$ cat src/rtl/mul_div_pkg.sv
`default_nettype none
// ============================================================================
// mul_div_pkg : shared types and helpers for the shift-add multiplier/divider
// Revision    : 1.0
// ============================================================================
package mul_div_pkg;

    localparam int DIV_WIDTH = 8;

    typedef enum logic [2:0] {
        IDLE  = 3'd0,
        LOAD  = 3'd1,
        ITER  = 3'd2,
        FIXUP = 3'd3,
        DONE  = 3'd4
    } div_state_t;

    // Magnitude of a signed value, one bit wider so |most-negative| fits.
    function automatic logic [32:0] abs_ext(input logic [31:0] v);
        logic [32:0] e;
        e = {v[31], v};
        return e[32] ? (~e + 33'd1) : e;
    endfunction

endpackage
`default_nettype wire

$ cat src/rtl/div_control_datapath_if.sv
`default_nettype none
// ============================================================================
// div_control_datapath_if : Run/operand/result bundle of the divider
// Revision                : 1.0
// ============================================================================
interface div_control_datapath_if #(
    parameter int WIDTH = 8
);
    logic             Run;
    logic [WIDTH-1:0] Dividend;
    logic [WIDTH-1:0] Divisor;
    logic [WIDTH-1:0] Quotient;
    logic [WIDTH-1:0] Remainder;
    logic             Busy;
    logic             Done;
    logic             DivZero;
    logic             Ovf;

    modport master (
        output Run, Dividend, Divisor,
        input  Quotient, Remainder, Busy, Done, DivZero, Ovf
    );

    modport slave (
        input  Run, Dividend, Divisor,
        output Quotient, Remainder, Busy, Done, DivZero, Ovf
    );
endinterface
`default_nettype wire

$ cat src/rtl/div_datapath.sv
`default_nettype none
// ============================================================================
// div_datapath : restoring-divide R/Q registers, trial subtractor, sign fixup
// Revision     : 1.0
// ============================================================================
module div_datapath
    import mul_div_pkg::*;
#(
    parameter int WIDTH = DIV_WIDTH
) (
    input  wire logic             Clk,
    input  wire logic             Reset,
    input  wire logic             i_ld,
    input  wire logic             i_clr,
    input  wire logic             i_step,
    input  wire logic             i_fix,
    input  wire logic             i_dz,
    input  wire logic [WIDTH-1:0] i_dividend,
    input  wire logic [WIDTH-1:0] i_divisor,
    output logic                  o_divisor_zero,
    output logic      [WIDTH-1:0] o_quotient,
    output logic      [WIDTH-1:0] o_remainder,
    output logic                  o_div_zero,
    output logic                  o_ovf
);
    localparam logic [WIDTH-1:0] c_MOST_NEG = {1'b1, {(WIDTH-1){1'b0}}};

    logic [WIDTH-1:0] r_dvd;
    logic [WIDTH-1:0] r_dvs;
    logic [WIDTH:0]   r_rem;
    logic [WIDTH-1:0] r_q;
    logic [WIDTH:0]   r_abs_v;
    logic             r_sign_q;
    logic             r_sign_r;
    logic [WIDTH-1:0] r_quot;
    logic [WIDTH-1:0] r_remo;
    logic             r_div_zero;
    logic             r_ovf;

    logic [WIDTH-1:0] w_abs_d;
    logic [WIDTH:0]   w_abs_v;
    logic [WIDTH+1:0] w_shift;
    logic [WIDTH+1:0] w_trial;
    logic             w_ge;
    logic [WIDTH-1:0] w_q_fix;
    logic [WIDTH-1:0] w_r_fix;
    logic             w_ovf;

    assign w_abs_d = WIDTH'(abs_ext(32'($signed(r_dvd))));
    assign w_abs_v = (WIDTH+1)'(abs_ext(32'($signed(r_dvs))));

    // Extra guard bit on the trial difference gives the borrow as its sign.
    always_comb begin
        w_shift = {r_rem, r_q[WIDTH-1]};
        w_trial = w_shift - {1'b0, r_abs_v};
        w_ge    = ~w_trial[WIDTH+1];
        w_q_fix = r_sign_q ? (~r_q + 1'b1) : r_q;
        w_r_fix = r_sign_r ? (~r_rem[WIDTH-1:0] + 1'b1) : r_rem[WIDTH-1:0];
        w_ovf   = (r_dvd == c_MOST_NEG) && (r_dvs == '1);
    end

    always_ff @(posedge Clk) begin
        if (!Reset) begin
            r_dvd      <= '0;
            r_dvs      <= '0;
            r_rem      <= '0;
            r_q        <= '0;
            r_abs_v    <= '0;
            r_sign_q   <= 1'b0;
            r_sign_r   <= 1'b0;
            r_quot     <= '0;
            r_remo     <= '0;
            r_div_zero <= 1'b0;
            r_ovf      <= 1'b0;
        end else begin
            if (i_ld) begin
                r_dvd      <= i_dividend;
                r_dvs      <= i_divisor;
                r_div_zero <= 1'b0;
                r_ovf      <= 1'b0;
            end
            if (i_clr) begin
                r_rem    <= '0;
                r_q      <= w_abs_d;
                r_abs_v  <= w_abs_v;
                r_sign_q <= r_dvd[WIDTH-1] ^ r_dvs[WIDTH-1];
                r_sign_r <= r_dvd[WIDTH-1];
            end
            if (i_dz) begin
                r_quot     <= '1;
                r_remo     <= r_dvd;
                r_div_zero <= 1'b1;
            end
            if (i_step) begin
                r_rem <= w_ge ? (WIDTH+1)'(w_trial) : (WIDTH+1)'(w_shift);
                r_q   <= {r_q[WIDTH-2:0], w_ge};
            end
            if (i_fix) begin
                r_quot <= w_ovf ? c_MOST_NEG : w_q_fix;
                r_remo <= w_ovf ? '0 : w_r_fix;
                r_ovf  <= w_ovf;
            end
        end
    end

    assign o_divisor_zero = (r_dvs == '0);
    assign o_quotient     = r_quot;
    assign o_remainder    = r_remo;
    assign o_div_zero     = r_div_zero;
    assign o_ovf          = r_ovf;

endmodule
`default_nettype wire

$ cat src/rtl/div_control_datapath.sv
`default_nettype none
// ============================================================================
// div_control_datapath : sequential signed restoring divider, one bit per clock
// Revision             : 1.0
// ============================================================================
module div_control_datapath
    import mul_div_pkg::*;
#(
    parameter int WIDTH = DIV_WIDTH
) (
    input  wire logic           Clk,
    input  wire logic           Reset,
    div_control_datapath_if.slave bus
);
    localparam int c_CW = $clog2(WIDTH);

    div_state_t      r_state;
    div_state_t      w_next;
    logic [c_CW-1:0] r_count;

    logic w_ld;
    logic w_clr;
    logic w_step;
    logic w_fix;
    logic w_dz;
    logic w_divisor_zero;
    logic w_busy;
    logic w_done;

    always_ff @(posedge Clk) begin
        if (!Reset) begin
            r_state <= IDLE;
            r_count <= '0;
        end else begin
            r_state <= w_next;
            r_count <= (r_state == ITER) ? r_count + 1'b1 : '0;
        end
    end

    always_comb begin
        w_next = IDLE;
        case (r_state)
            IDLE:    w_next = bus.Run ? LOAD : IDLE;
            LOAD:    w_next = w_divisor_zero ? DONE : ITER;
            ITER:    w_next = (r_count == c_CW'(WIDTH-1)) ? FIXUP : ITER;
            FIXUP:   w_next = DONE;
            DONE:    w_next = bus.Run ? DONE : IDLE;
            default: w_next = IDLE;
        endcase
    end

    always_comb begin
        w_ld   = (r_state == IDLE) && bus.Run;
        w_clr  = (r_state == LOAD) && !w_divisor_zero;
        w_dz   = (r_state == LOAD) && w_divisor_zero;
        w_step = (r_state == ITER);
        w_fix  = (r_state == FIXUP);
        w_busy = (r_state == LOAD) || (r_state == ITER) || (r_state == FIXUP);
        w_done = (r_state == DONE);
    end

    div_datapath #(
        .WIDTH (WIDTH)
    ) u_datapath (
        .Clk            (Clk),
        .Reset          (Reset),
        .i_ld           (w_ld),
        .i_clr          (w_clr),
        .i_step         (w_step),
        .i_fix          (w_fix),
        .i_dz           (w_dz),
        .i_dividend     (bus.Dividend),
        .i_divisor      (bus.Divisor),
        .o_divisor_zero (w_divisor_zero),
        .o_quotient     (bus.Quotient),
        .o_remainder    (bus.Remainder),
        .o_div_zero     (bus.DivZero),
        .o_ovf          (bus.Ovf)
    );

    assign bus.Busy = w_busy;
    assign bus.Done = w_done;

endmodule
`default_nettype wire
$ cat src/flat_wrapper.sv
// flat-port wrapper written by rule: the top's interface ports become plain ports
module div_control_datapath_flat import mul_div_pkg::*;
#(
    parameter int WIDTH = DIV_WIDTH
)
  (Clk, Reset, bus_Run, bus_Dividend, bus_Divisor, bus_Quotient, bus_Remainder, bus_Busy, bus_Done, bus_DivZero, bus_Ovf);
  div_control_datapath_if #(.WIDTH(WIDTH)) bus_i ();
  input  wire logic Clk;
  input  wire logic Reset;
  input wire logic [$bits(bus_i.Run)-1:0] bus_Run;
  input wire logic [$bits(bus_i.Dividend)-1:0] bus_Dividend;
  input wire logic [$bits(bus_i.Divisor)-1:0] bus_Divisor;
  output wire logic [$bits(bus_i.Quotient)-1:0] bus_Quotient;
  output wire logic [$bits(bus_i.Remainder)-1:0] bus_Remainder;
  output wire logic [$bits(bus_i.Busy)-1:0] bus_Busy;
  output wire logic [$bits(bus_i.Done)-1:0] bus_Done;
  output wire logic [$bits(bus_i.DivZero)-1:0] bus_DivZero;
  output wire logic [$bits(bus_i.Ovf)-1:0] bus_Ovf;
  assign bus_i.Run = bus_Run;
  assign bus_i.Dividend = bus_Dividend;
  assign bus_i.Divisor = bus_Divisor;
  assign bus_Quotient = bus_i.Quotient;
  assign bus_Remainder = bus_i.Remainder;
  assign bus_Busy = bus_i.Busy;
  assign bus_Done = bus_i.Done;
  assign bus_DivZero = bus_i.DivZero;
  assign bus_Ovf = bus_i.Ovf;
  div_control_datapath #(.WIDTH(WIDTH)) u_core (.Clk(Clk), .Reset(Reset), .bus(bus_i));
endmodule
$ cat config.mk
export PLATFORM = sky130hd
export DESIGN_NAME = div_control_datapath_flat
export DESIGN_NICKNAME = d
export VERILOG_FILES = /design/src/rtl/mul_div_pkg.sv /design/src/rtl/div_control_datapath_if.sv /design/src/rtl/div_datapath.sv /design/src/rtl/div_control_datapath.sv /design/src/flat_wrapper.sv
export SDC_FILE = /design/constraint.sdc
export NUM_CORES = 1
export LEC_CHECK = 0
export ABC_AREA = 1
export CAP_MARGIN = 15
export CORE_ASPECT_RATIO = 0.7
export CORE_UTILIZATION = 45
export CTS_BUF_LIST = sky130_fd_sc_hd__clkbuf_4 sky130_fd_sc_hd__clkbuf_8
export DETAILED_ROUTE_END_ITERATION = 16
export PLACE_DENSITY = 0.68
export SYNTH_ARGS = -nofsm -noshare
export SYNTH_HDL_FRONTEND = slang
export SYNTH_SLANG_ARGS = --single-unit
$ cat constraint.sdc
create_clock -name Clk -period 3.75 [get_ports Clk]
set_input_delay 1.125 -clock Clk [delete_from_list [all_inputs] [get_ports Clk]]
set_output_delay 1.125 -clock Clk [all_outputs]
set_load 0.1 [all_outputs]
==> summary.txt <==
Outcome
  • Status: completed

Route
  • DRC violations left: 0
  • Via density: 5.19
  • TritonRoute pass-1 iters: 5
  • Total Wirelength: 9930 um
  • Initial DRC count: 325
  • Drt wl/cell: 14.0 um
  • Vias: 3698
  • ANT nets after route: 0

Clock tree
  • Post-CTS Setup Inserts: 0
  • CTS tree: yes
  • # resized after CTS: 0
  • Root Driver: clkbuf_8
  • Sinks on the clock net: 68
  • CTS Buffer Depth: 2
  • H-tree Lvls: 3
  • Clock-pin slew on the worst setup and hold paths: 0.08 ns
  • CTS Buf Count: 9
  • Hold Buf Count CTS: 0
  • Clk_lat worst skew: 0.35 ns

Yosys
  • Yosys top cell by area: dfxtp_1
  • FF+latch count, synth: 68
  • Synth Area per Inst: 7.11 um^2
  • Netlist cell types: 43
  • Largest cells by area after synthesis: dfxtp_1 (34%), nand2_1 (9.4%), a21oi_1 (7.4%), nand3_1 (6.8%), inv_1 (6.5%)
  • Yosys warns: 0
  • Cell area after synthesis: 3950 um^2
  • Mapped Nets: 591
  • Sequential-to-total area share from yosys stat: 34.5%
  • EDFF count, synth: 0
  • Most used DFF post-synth: dfxtp_1
  • Share of the synthesized area in the top cell type: 34.5%
  • Mapped Cells: 555
  • Post-synth ARST share: 0%

Timing
  • RSZ-0062 raised after global routing: false
  • Fin. max-slew vios: 0
  • Worst Skew: 0.0108 ns
  • Final Cycle Share: 68.3%
  • Tmin final: 2.56 ns
  • Worst-Margin Slew: 0.872 ns
  • Max Clock Freq: 0.390 GHz
  • Final setup fails: 0
  • Fin. Hold Viols: 0
  • Slew HR: 41.7%
  • Setup TNS: 0 ns

Power and ir drop
  • Worst IR Drop VDD: 0.214 mV
  • Ratio of total power to cell area: 543 nW/um^2
  • Static leakage: 0.00194 uW

Cells and area
  • Area Overhead vs Synth: 14.9%
  • Final-layout fill cell count: 844
  • Antenna Cells: 0
  • Share of cells above drive strength 1: 15.0%
  • Final Util: 53.5%
  • Post-route cell area: 4540 um^2
  • Register Area: 1360 um^2
  • Final #Nets: 623
  • Multi-input gate area: 2180 um^2

Placed design
  • Dpl hpwl: 7430 um
  • Buffers on Ports: 38
  • Final Wtd Congestion: 0.880
  • Dpl cell area: 4340 um^2

Floorplanning
  • Die extent in y: 80.4 um
  • Starting density of the core: 46.6%
  • I/O Pins: 39
  • Core box area: 8480 um^2
  • Core Rows: 28
  • Die ar.: 9160 um^2
  • Die X: 114 um

Global routing
  • First-pass GRT wire length: 16200 um
  • Initial antenna violation count: 0
  • Total grt overflow: 0
  • Total GRT Usage: 23.0%
  • Vias in the first global route: 3224
  • Pin count of the biggest net entering global routing: 29

Setup path
  • Critical-path top delay cell: dfxtp_1
  • CP max stage delay: 0.50 ns
  • CP cell instances: inv_1, nor3_2, buf_4
  • Crit start category: register
  • Critical path class: register to primary output
  • CP required: 2.62 ns
  • Worst EP arrival: 1.44 ns
  • Crit. End Element: primary output
  • Largest fanout on the critical path: 5

Job
  • Max_cap viols: 0

Worst hold path
  • Hold WC Path Type: register to register
## worst max-delay path: cells and delay by family, from the launching register on
kind | cells | cell delay (ns)
flip-flops | 1 | 0.50
buffers and inverters | 2 | 0.43
AND/OR/NAND/NOR | 1 | 0.16
## synthesized netlist by cell type, drive strengths merged (2+ instances only)
cell type	number
a211oi	2
o21ai	59
a21oi	59
clkbuf	7
buf	13
a31oi	2
nand3	57
nand4	4
dfxtp	68
ha	16
nand3b	5
xnor2	3
xor2	10
inv	78
nor2	41
o22ai	2
nand2	104
nor3	18
## area by class of cell
class | instances | share of cell area (%)
clock inverters | 7 | 1.65
multi-input cells | 389 | 48.0
well taps | 120 | 3.31
repair buffers | 41 | 7.78
clock buffers | 9 | 2.73
flip-flops and latches | 68 | 30.0
inverters | 78 | 6.51
## kinds of logic after synthesis
group / share of synthesized area [%]
xor gates and xnor gates: 2.88
adders and majority gates: 5.58
buffers and inverters: 10.5
and+or+nand+nor: 29.2
DFF: 34.5
AOI/OAI and AO/OA: 17.1
muxes: 0.285
## where the power goes
part | switching, uW | internal, uW
clock network | 308 | 309
logic | 664 | 321
registers | 70.6 | 791
## cells in the final DEF (no fill, tap or decap), drive strengths merged
cell type      synthesis  final
a211oi                 2      2
nor3                  18     18
bufinv                 0      1
xnor2                  3      3
nor4                   1      1
clkinv                 0      2
dfxtp                 68     68
mux2                   1      1
nor2                  41     41
nand3                 57     57
nand3b                 5      5
or2                    1      1
a31oi                  2      2
o21ai                 59     59
clkdlybuf4s50          0     18
xor2                  10     10
clkinvlp               0      3
fa                     1      1
a21oi                 59     59
o22ai                  2      2
o21a                   1      1
inv                   78     79
buf                   13     23
nand4                  4      4
nand2                104    104
clkbuf                 7      9
o211ai                 1      1
ha                    16     16
o31ai                  1      1
## path summary, 6_finish.rpt
path | start | end | slack (ns) | cells past startpoint
hold / removal | u_core.r_count[0] | u_core.r_count[0] | 0.43 | 1
setup / recovery | u_core.r_state[2] | bus_Done | 1.19 | 3
setup reg to reg | u_core.r_state[1] | u_core.u_datapath.r_q[2] | 1.77 | 7
hold reg to reg | u_core.r_count[0] | u_core.r_count[0] | 0.43 | 1
## state kept, by name, indices dropped and copies added, names as in the netlist
register and count:
u_core.u_datapath.r_abs_v 9, u_core.u_datapath.r_rem 9, u_core.u_datapath.o_quotient 8, u_core.u_datapath.o_remainder 8, u_core.u_datapath.r_dvd 8, u_core.u_datapath.r_dvs 8
u_core.u_datapath.r_q 8, u_core.r_count 3, u_core.r_state 3, u_core.u_datapath.o_div_zero 1, u_core.u_datapath.o_ovf 1, u_core.u_datapath.r_sign_q 1
u_core.u_datapath.r_sign_r 1
## through the flow
step,setup slack [ns],total power [uW],hold WS [ns],instances
finish,1.19,2460,0.431,712
global route,1.07,2630,0.454,712
CTS,1.18,2460,0.429,712
detailed placement,0.801,1850,0.417,696
global placement,0.914,1830,0.408,696
floorplan,0.869,1650,0.399,555
## metal layers
layer | global-route usage, % | vias to the layer above | routed length (um)
li1 | - | 1889 | -
met4 | 5.32 | 0 | 74
met1 | 34.3 | 1678 | 5230
met3 | 5.89 | 7 | 658
met2 | 32.2 | 124 | 3970
met5 | 0 | - | 0
Note: power is estimated with default switching activity, not from simulation.
